[config.mk]
export PLATFORM = sky130hd
export DESIGN_NAME = riscv_lsu
export DESIGN_NICKNAME = d
export VERILOG_FILES = /design/src/rtl/riscv_pkg.sv /design/src/rtl/riscv_lsu_align.sv /design/src/rtl/riscv_lsu.sv
export SDC_FILE = /design/constraint.sdc
export NUM_CORES = 1
export LEC_CHECK = 0
export ABC_AREA = 1
export CAP_MARGIN = 25
export CORE_AREA = 5 5 113 115
export CTS_BUF_LIST = sky130_fd_sc_hd__clkbuf_4
export DETAILED_ROUTE_END_ITERATION = 10
export DIE_AREA = 0 0 118 120
export DONT_BUFFER_PORTS = 1
export PLACE_DENSITY = 0.77
export SETUP_SLACK_MARGIN = 0.1
export SYNTH_ARGS = -nofsm -noshare
export SYNTH_HDL_FRONTEND = slang
export SYNTH_SLANG_ARGS = --single-unit
[constraint.sdc]
create_clock -name clk -period 1.35 [get_ports clk]
set_clock_uncertainty 0.05 [all_clocks]
set_input_delay 0.2025 -clock clk [delete_from_list [all_inputs] [get_ports clk]]
set_output_delay 0.2025 -clock clk [all_outputs]
set_load 0.01 [all_outputs]
[src/rtl/riscv_pkg.sv]
`default_nettype none
// ============================================================================
// Module      : riscv_pkg
// Description : Shared RV32I encodings: ALU control, load/store funct3 codes,
//               LSU state enumeration and LSU exception cause codes.
// Revision    : 1.0 - initial release
// ============================================================================
package riscv_pkg;

    localparam int c_XLEN = 32;

    localparam logic [3:0] c_ALU_ADD  = 4'd0;
    localparam logic [3:0] c_ALU_SUB  = 4'd1;
    localparam logic [3:0] c_ALU_AND  = 4'd2;
    localparam logic [3:0] c_ALU_OR   = 4'd3;
    localparam logic [3:0] c_ALU_XOR  = 4'd4;
    localparam logic [3:0] c_ALU_SLL  = 4'd5;
    localparam logic [3:0] c_ALU_SRL  = 4'd6;
    localparam logic [3:0] c_ALU_SRA  = 4'd7;
    localparam logic [3:0] c_ALU_SLT  = 4'd8;
    localparam logic [3:0] c_ALU_SLTU = 4'd9;

    localparam logic [2:0] F3_LB  = 3'd0;
    localparam logic [2:0] F3_LH  = 3'd1;
    localparam logic [2:0] F3_LW  = 3'd2;
    localparam logic [2:0] F3_LBU = 3'd4;
    localparam logic [2:0] F3_LHU = 3'd5;
    localparam logic [2:0] F3_SB  = 3'd0;
    localparam logic [2:0] F3_SH  = 3'd1;
    localparam logic [2:0] F3_SW  = 3'd2;

    typedef enum logic [2:0] {
        LSU_IDLE  = 3'd0,
        LSU_REQ   = 3'd1,
        LSU_WAIT  = 3'd2,
        LSU_DONE  = 3'd3,
        LSU_FAULT = 3'd4
    } lsu_state_t;

    localparam logic [1:0] EXC_LD_MISALIGN = 2'd0;
    localparam logic [1:0] EXC_ST_MISALIGN = 2'd1;
    localparam logic [1:0] EXC_ILLEGAL     = 2'd2;

endpackage
`default_nettype wire

[src/rtl/riscv_lsu_align.sv]
`default_nettype none
// ============================================================================
// Module      : riscv_lsu_align
// Description : Combinational byte-lane steering for stores, load data
//               extraction/extension and access legality checking.
// Revision    : 1.0 - initial release
// ============================================================================
module riscv_lsu_align
    import riscv_pkg::*;
#(
    parameter int XLEN = 32
) (
    input  logic            mem_read,
    input  logic            mem_write,
    input  logic [2:0]      funct3,
    input  logic [1:0]      addr_lo,
    input  logic [XLEN-1:0] wdata,
    output logic [3:0]      be,
    output logic [XLEN-1:0] wdata_lane,
    output logic            fault,
    output logic [1:0]      cause,
    input  logic [2:0]      ld_funct3,
    input  logic [1:0]      ld_off,
    input  logic [XLEN-1:0] rdata,
    output logic [XLEN-1:0] ld_data
);

    logic            w_illegal;
    logic            w_misaligned;
    logic [XLEN-1:0] w_shifted;

    always_comb begin
        be         = 4'hF;
        wdata_lane = wdata;
        case (funct3[1:0])
            2'b00: begin
                be         = 4'b0001 << addr_lo;
                wdata_lane = {4{wdata[7:0]}};
            end
            2'b01: begin
                be         = 4'b0011 << {addr_lo[1], 1'b0};
                wdata_lane = {2{wdata[15:0]}};
            end
            default: begin
                be         = 4'hF;
                wdata_lane = wdata;
            end
        endcase
    end

    // Illegal encodings take precedence over alignment so cause 2 wins.
    always_comb begin
        w_illegal = (mem_read && mem_write)
                 || (mem_read  && ((funct3 == 3'd3) || (funct3 == 3'd6) || (funct3 == 3'd7)))
                 || (mem_write && (funct3 >= 3'd3));
        case (funct3[1:0])
            2'b01:   w_misaligned = addr_lo[0];
            2'b10:   w_misaligned = (addr_lo != 2'b00);
            default: w_misaligned = 1'b0;
        endcase
        fault = w_illegal || w_misaligned;
        if (w_illegal) begin
            cause = EXC_ILLEGAL;
        end else if (mem_read) begin
            cause = EXC_LD_MISALIGN;
        end else begin
            cause = EXC_ST_MISALIGN;
        end
    end

    always_comb begin
        w_shifted = rdata >> {ld_off, 3'b000};
        case (ld_funct3)
            F3_LB:   ld_data = {{(XLEN-8){w_shifted[7]}}, w_shifted[7:0]};
            F3_LH:   ld_data = {{(XLEN-16){w_shifted[15]}}, w_shifted[15:0]};
            F3_LBU:  ld_data = {{(XLEN-8){1'b0}}, w_shifted[7:0]};
            F3_LHU:  ld_data = {{(XLEN-16){1'b0}}, w_shifted[15:0]};
            default: ld_data = w_shifted;
        endcase
    end

endmodule
`default_nettype wire

[src/rtl/riscv_lsu.sv]
`default_nettype none
// ============================================================================
// Module      : riscv_lsu
// Description : RV32I load/store unit: single outstanding op over a
//               req/gnt + rvalid data bus, with fault reporting.
// Revision    : 1.0 - initial release
// ============================================================================
module riscv_lsu
    import riscv_pkg::*;
#(
    parameter int XLEN = 32,
    parameter int RD_W = 5
) (
    input  logic            clk,
    input  logic            reset,
    input  logic            req_valid,
    output logic            req_ready,
    input  logic            mem_read,
    input  logic            mem_write,
    input  logic [2:0]      funct3,
    input  logic [XLEN-1:0] addr,
    input  logic [XLEN-1:0] wdata,
    input  logic [RD_W-1:0] rd,
    output logic            dmem_req,
    output logic            dmem_we,
    output logic [XLEN-1:0] dmem_addr,
    output logic [3:0]      dmem_be,
    output logic [XLEN-1:0] dmem_wdata,
    input  logic            dmem_gnt,
    input  logic            dmem_rvalid,
    input  logic [XLEN-1:0] dmem_rdata,
    output logic            wb_valid,
    output logic [RD_W-1:0] wb_rd,
    output logic [XLEN-1:0] wb_data,
    output logic            done,
    output logic            exc_valid,
    output logic [1:0]      exc_cause,
    output logic [XLEN-1:0] exc_addr
);

    lsu_state_t      r_state;
    lsu_state_t      w_next;

    logic            w_accept;
    logic            w_fault;
    logic [1:0]      w_cause;
    logic [3:0]      w_be;
    logic [XLEN-1:0] w_wdata_lane;
    logic [XLEN-1:0] w_ld_data;

    logic            r_we;
    logic [2:0]      r_funct3;
    logic [1:0]      r_off;
    logic [RD_W-1:0] r_rd;
    logic [XLEN-1:0] r_addr;
    logic [3:0]      r_be;
    logic [XLEN-1:0] r_wdata;
    logic [RD_W-1:0] r_wb_rd;
    logic [XLEN-1:0] r_wb_data;
    logic [1:0]      r_exc_cause;
    logic [XLEN-1:0] r_exc_addr;

    assign w_accept = req_valid && (r_state == LSU_IDLE) && (mem_read || mem_write);

    riscv_lsu_align #(
        .XLEN (XLEN)
    ) u_align (
        .mem_read   (mem_read),
        .mem_write  (mem_write),
        .funct3     (funct3),
        .addr_lo    (addr[1:0]),
        .wdata      (wdata),
        .be         (w_be),
        .wdata_lane (w_wdata_lane),
        .fault      (w_fault),
        .cause      (w_cause),
        .ld_funct3  (r_funct3),
        .ld_off     (r_off),
        .rdata      (dmem_rdata),
        .ld_data    (w_ld_data)
    );

    always_ff @(posedge clk) begin
        if (reset) begin
            r_state <= LSU_IDLE;
        end else begin
            r_state <= w_next;
        end
    end

    always_comb begin
        w_next = r_state;
        case (r_state)
            LSU_IDLE:  if (w_accept) w_next = w_fault ? LSU_FAULT : LSU_REQ;
            LSU_REQ:   if (dmem_gnt) w_next = r_we ? LSU_DONE : LSU_WAIT;
            LSU_WAIT:  if (dmem_rvalid) w_next = LSU_DONE;
            LSU_DONE:  w_next = LSU_IDLE;
            LSU_FAULT: w_next = LSU_IDLE;
            default:   w_next = LSU_IDLE;
        endcase
    end

    always_comb begin
        req_ready = (r_state == LSU_IDLE);
        dmem_req  = (r_state == LSU_REQ);
        dmem_we   = (r_state == LSU_REQ) && r_we;
        done      = (r_state == LSU_DONE) || (r_state == LSU_FAULT);
        wb_valid  = (r_state == LSU_DONE) && !r_we;
        exc_valid = (r_state == LSU_FAULT);
    end

    // Request fields are frozen at accept so the bus stays stable until gnt.
    always_ff @(posedge clk) begin
        if (reset) begin
            r_we        <= 1'b0;
            r_funct3    <= 3'd0;
            r_off       <= 2'd0;
            r_rd        <= '0;
            r_addr      <= '0;
            r_be        <= 4'd0;
            r_wdata     <= '0;
            r_wb_rd     <= '0;
            r_wb_data   <= '0;
            r_exc_cause <= 2'd0;
            r_exc_addr  <= '0;
        end else begin
            if (w_accept) begin
                r_we     <= mem_write;
                r_funct3 <= funct3;
                r_off    <= addr[1:0];
                r_rd     <= rd;
                r_addr   <= {addr[XLEN-1:2], 2'b00};
                r_be     <= w_be;
                r_wdata  <= w_wdata_lane;
                if (w_fault) begin
                    r_exc_cause <= w_cause;
                    r_exc_addr  <= addr;
                end
            end
            if ((r_state == LSU_WAIT) && dmem_rvalid) begin
                r_wb_rd   <= r_rd;
                r_wb_data <= w_ld_data;
            end
        end
    end

    assign dmem_addr  = r_addr;
    assign dmem_be    = r_be;
    assign dmem_wdata = r_wdata;
    assign wb_rd      = r_wb_rd;
    assign wb_data    = r_wb_data;
    assign exc_cause  = r_exc_cause;
    assign exc_addr   = r_exc_addr;

endmodule
`default_nettype wire

==> impl_metrics.toml <==
[yosys]
ys_warn_count = 0
synth-seq-area-share_pct = 44.8
yosysUniqueCellTypes = 27
netlist_instances = 946
syn_area_um2 = 6750
avgSynthCellArea_um2 = 7.13
synth-seq-cells = 151

[critical_path]
path_delay_family = "buffers and inverters"
critical_path.cell_chain = "inv_4 > nand2_4 > buf_12 > nor2_8 > nand2_4 > buf_6 > nor2_4 > buf_6 > clkbuf_16 > o21ai_0 > nor2_1"
cp_num_buf_inv = 5
cp_slowest_stage_delay_ns = 0.36
arrival_ns = 2.29
path_max_fanout = 4
slowest_stage = "dfxtp_2"
critPathCaptureType = "register"
critical_path_class = "register to register"
start_kind = "register"
required_ns = 1.80

[power_and_ir_drop]
p_sw_mw = 5.21
power_mw = 13.5
combPwrFrac_pct = 37.5
power-per-cell-area_nw_per_um2 = 1270
power_frac_clock_pct = 19.2
power_leakage_nw = 4.53
intPower_mw = 8.29
swShare_pct = 38.6
irDropWorstVdd_v = 0.00106
p_seq_share_pct = 43.3

[global_route]
grt.overflow.total = 0
grt_pass1_wl_um = 40500
grtUsageMet3_pct = 11.1
grt_max_degree = 78
grt_use_total_pct = 35.7
antenna_found_initial = 1
grt_pass1_vias = 7498
top_usage_layer = "met2"
grt_util_met2_pct = 61.8
grtUsageMet1_pct = 39.7

[sta]
finalHoldViolations = 76
finalSetupViolCount = 156
relSlewSlack_pct = 54.8
period_minus_slack_ns = 1.84
fmax_mhz = 544
drv_slew = 0
hold_slack_ns = -0.364
grt_setup_unrepaired = "true"
fin_crit_sh_pct = 136
setup_slack_ns = -0.489
worst_pin_slew_ns = 0.671

[clocking]
cts.htree.levels = 4
cts.clk_slew.worst_paths_ns = 0.14
numCtsBuffers = 17
cts_tree = "done"
cts_root_buf = "clkbuf_4"
clock_latency_ns = 0.58
cts_sinks = 151
hold_buffers = 77
cts_buffer_depth = 2

[floorplanning]
start_util_pct = 57.6
io_pins = 256
die_x_um = 118
core_um2 = 11700
die_y_um = 120
dieArea_um2 = 14200
rows = 40

[routing]
final_antenna_net_count = 0
viasPerCell = 6.37
drt-total-wl_um = 31500
dr_total_vias = 8036
drtIter0Drc = 1083
wl_per_cell_um = 25.0
drc_errors = 0
dr.pass1.iters = 6

[job]
maxCapViolCount = 0

[final_layout]
nets = 1218
drive_gt1_share_pct = 47.5
area_growth_syn_to_layout_pct = 57.5

[outcome]
violations = "negative hold slack, negative setup slack"
status = "finished, violations left"

[placement]
dp_worst_setup_slack_ns = -0.137
portBuffers = 0
dp.final_hpwl_um = 13400
gp_routability_congestion = 0.846

[worst_hold_path]
hold_path_class = "input pin to register"
-- per-stage QoR --
stage	util, %	instance area [um^2]	TNS, ns	hold WS (ns)	instances
detailed placement	61.2	7160	-13.01	0.235	1088
CTS	83.5	9780	-35.65	-0.367	1250
global route	90.7	10600	-62.81	-0.392	1261
floorplan	-	6900	-0.00432	0.287	947
finish	90.7	10600	-53.83	-0.364	1261
global placement	61.2	7160	-8.50	0.233	1088
-- worst register-to-register path: cells and delay by family (launching register included) --
kind	cells	cell delay (ns)
buf+inv	5	0.67
flops	1	0.36
simple gates	5	0.61
compound gates	1	0.09
-- path summary, 6_finish.rpt --
path | from | slack (ns) | end | depth (start not counted)
worst max-delay path | r_state[1] | -0.49 | r_rd[2] | 11
worst max register to register | r_state[1] | -0.49 | r_rd[2] | 11
worst min register to register | dmem_wdata[28] | 0.45 | dmem_wdata[28] | 2
worst min-delay path | reset | -0.36 | r_state[2] | 1
-- registers in the layout, summed over array words and instances (netlist names) --
signal and count:
dmem_wdata 32, r_rd 5, r_funct3 3, r_state 3, wb_rd 5, r_off 2, exc_cause 2, dmem_be 4
dmem_addr 30, wb_data 32, r_we 1, exc_addr 32
-- placed cells by master, fill, tap and decap left out, types with 30 or more instances in the layout --
cell,count
a21oi_2,42
dfxtp_2,112
buf_4,41
nor2_2,30
nor2_1,159
o21ai_0,43
nand2_4,36
inv_1,66
dlygate4sd3_1,77
o21bai_1,42
o21ai_1,37
o21ai_2,57
nand2_1,90
-- synth_stat cells --
master	n	area [um^2]
ha_1	4	50.1
o211ai_1	7	52.6
nor2_1	202	758
o21ai_0	130	651
nand3_2	1	10.0
nand2_4	3	33.8
o21ai_1	8	40.0
nor2_8	2	40.0
dfxtp_1	151	3020
nor3_1	1	5.00
clkbuf_2	1	5.00
nand2_2	2	12.5
buf_6	9	101
buf_4	7	52.6
nand4_1	3	18.8
o21a_1	1	7.51
inv_2	7	26.3
nor2_2	2	12.5
inv_1	71	267
clkbuf_1	25	93.8
o21bai_1	46	345
nand3_1	23	115
a21oi_1	65	325
nand2_1	146	548
buf_2	21	105
or2_2	7	43.8
conb_1	1	3.75
-- kinds of logic after synthesis --
kind of cell             count (synthesis)  share of synthesized area (%)
other                                    1                         0.0556
AO/OA/AOI/OAI                          257                           21.1
adder cells (fa/ha/maj)                  4                          0.742
AND/OR/NAND/NOR                        392                           23.7
flip-flops                             151                           44.8
buffers and inverters                  141                           9.64
-- power by group through the flow --
stage          combinational [mW]  clock (mW)  sequential [mW]
5_1_grt                      5.27        2.77             5.88
3_3_place_gp                 2.26           0             5.69
2_1_floorplan                1.83           0             5.56
3_5_place_dp                 2.31           0             5.70
4_1_cts                      4.19        2.50             5.65
6_report                     5.06        2.60             5.84
-- metal layers --
metal / share of wire, % / up-vias
met4: 6.5 / 0
met5: 0 / -
met2: 50 / 678
met3: 11 / 193
met1: 33 / 3797
li1: - / 3368
-- final cells by class --
type	instances	area, um^2
tap	147	184
timing repair buffer	194	2410
antenna	1	2.50
sequential	151	3250
fill	452	1090
inverter	78	347
timing repair inverter	5	70.1
clock inverter	10	85.1
multi-input combinational	656	4140
clock buffer	19	143
-- timing repair --
item                                    in CTS  in global routing
buffers inserted                            32                 18
endpoints found under the hold margin      145                 76
pin swaps                                   61                 79
endpoints found under the setup margin     177                274
cloned                                      24                  4
resized for setup                          304                305
No activity file was read; power rests on OpenSTA's default activity.
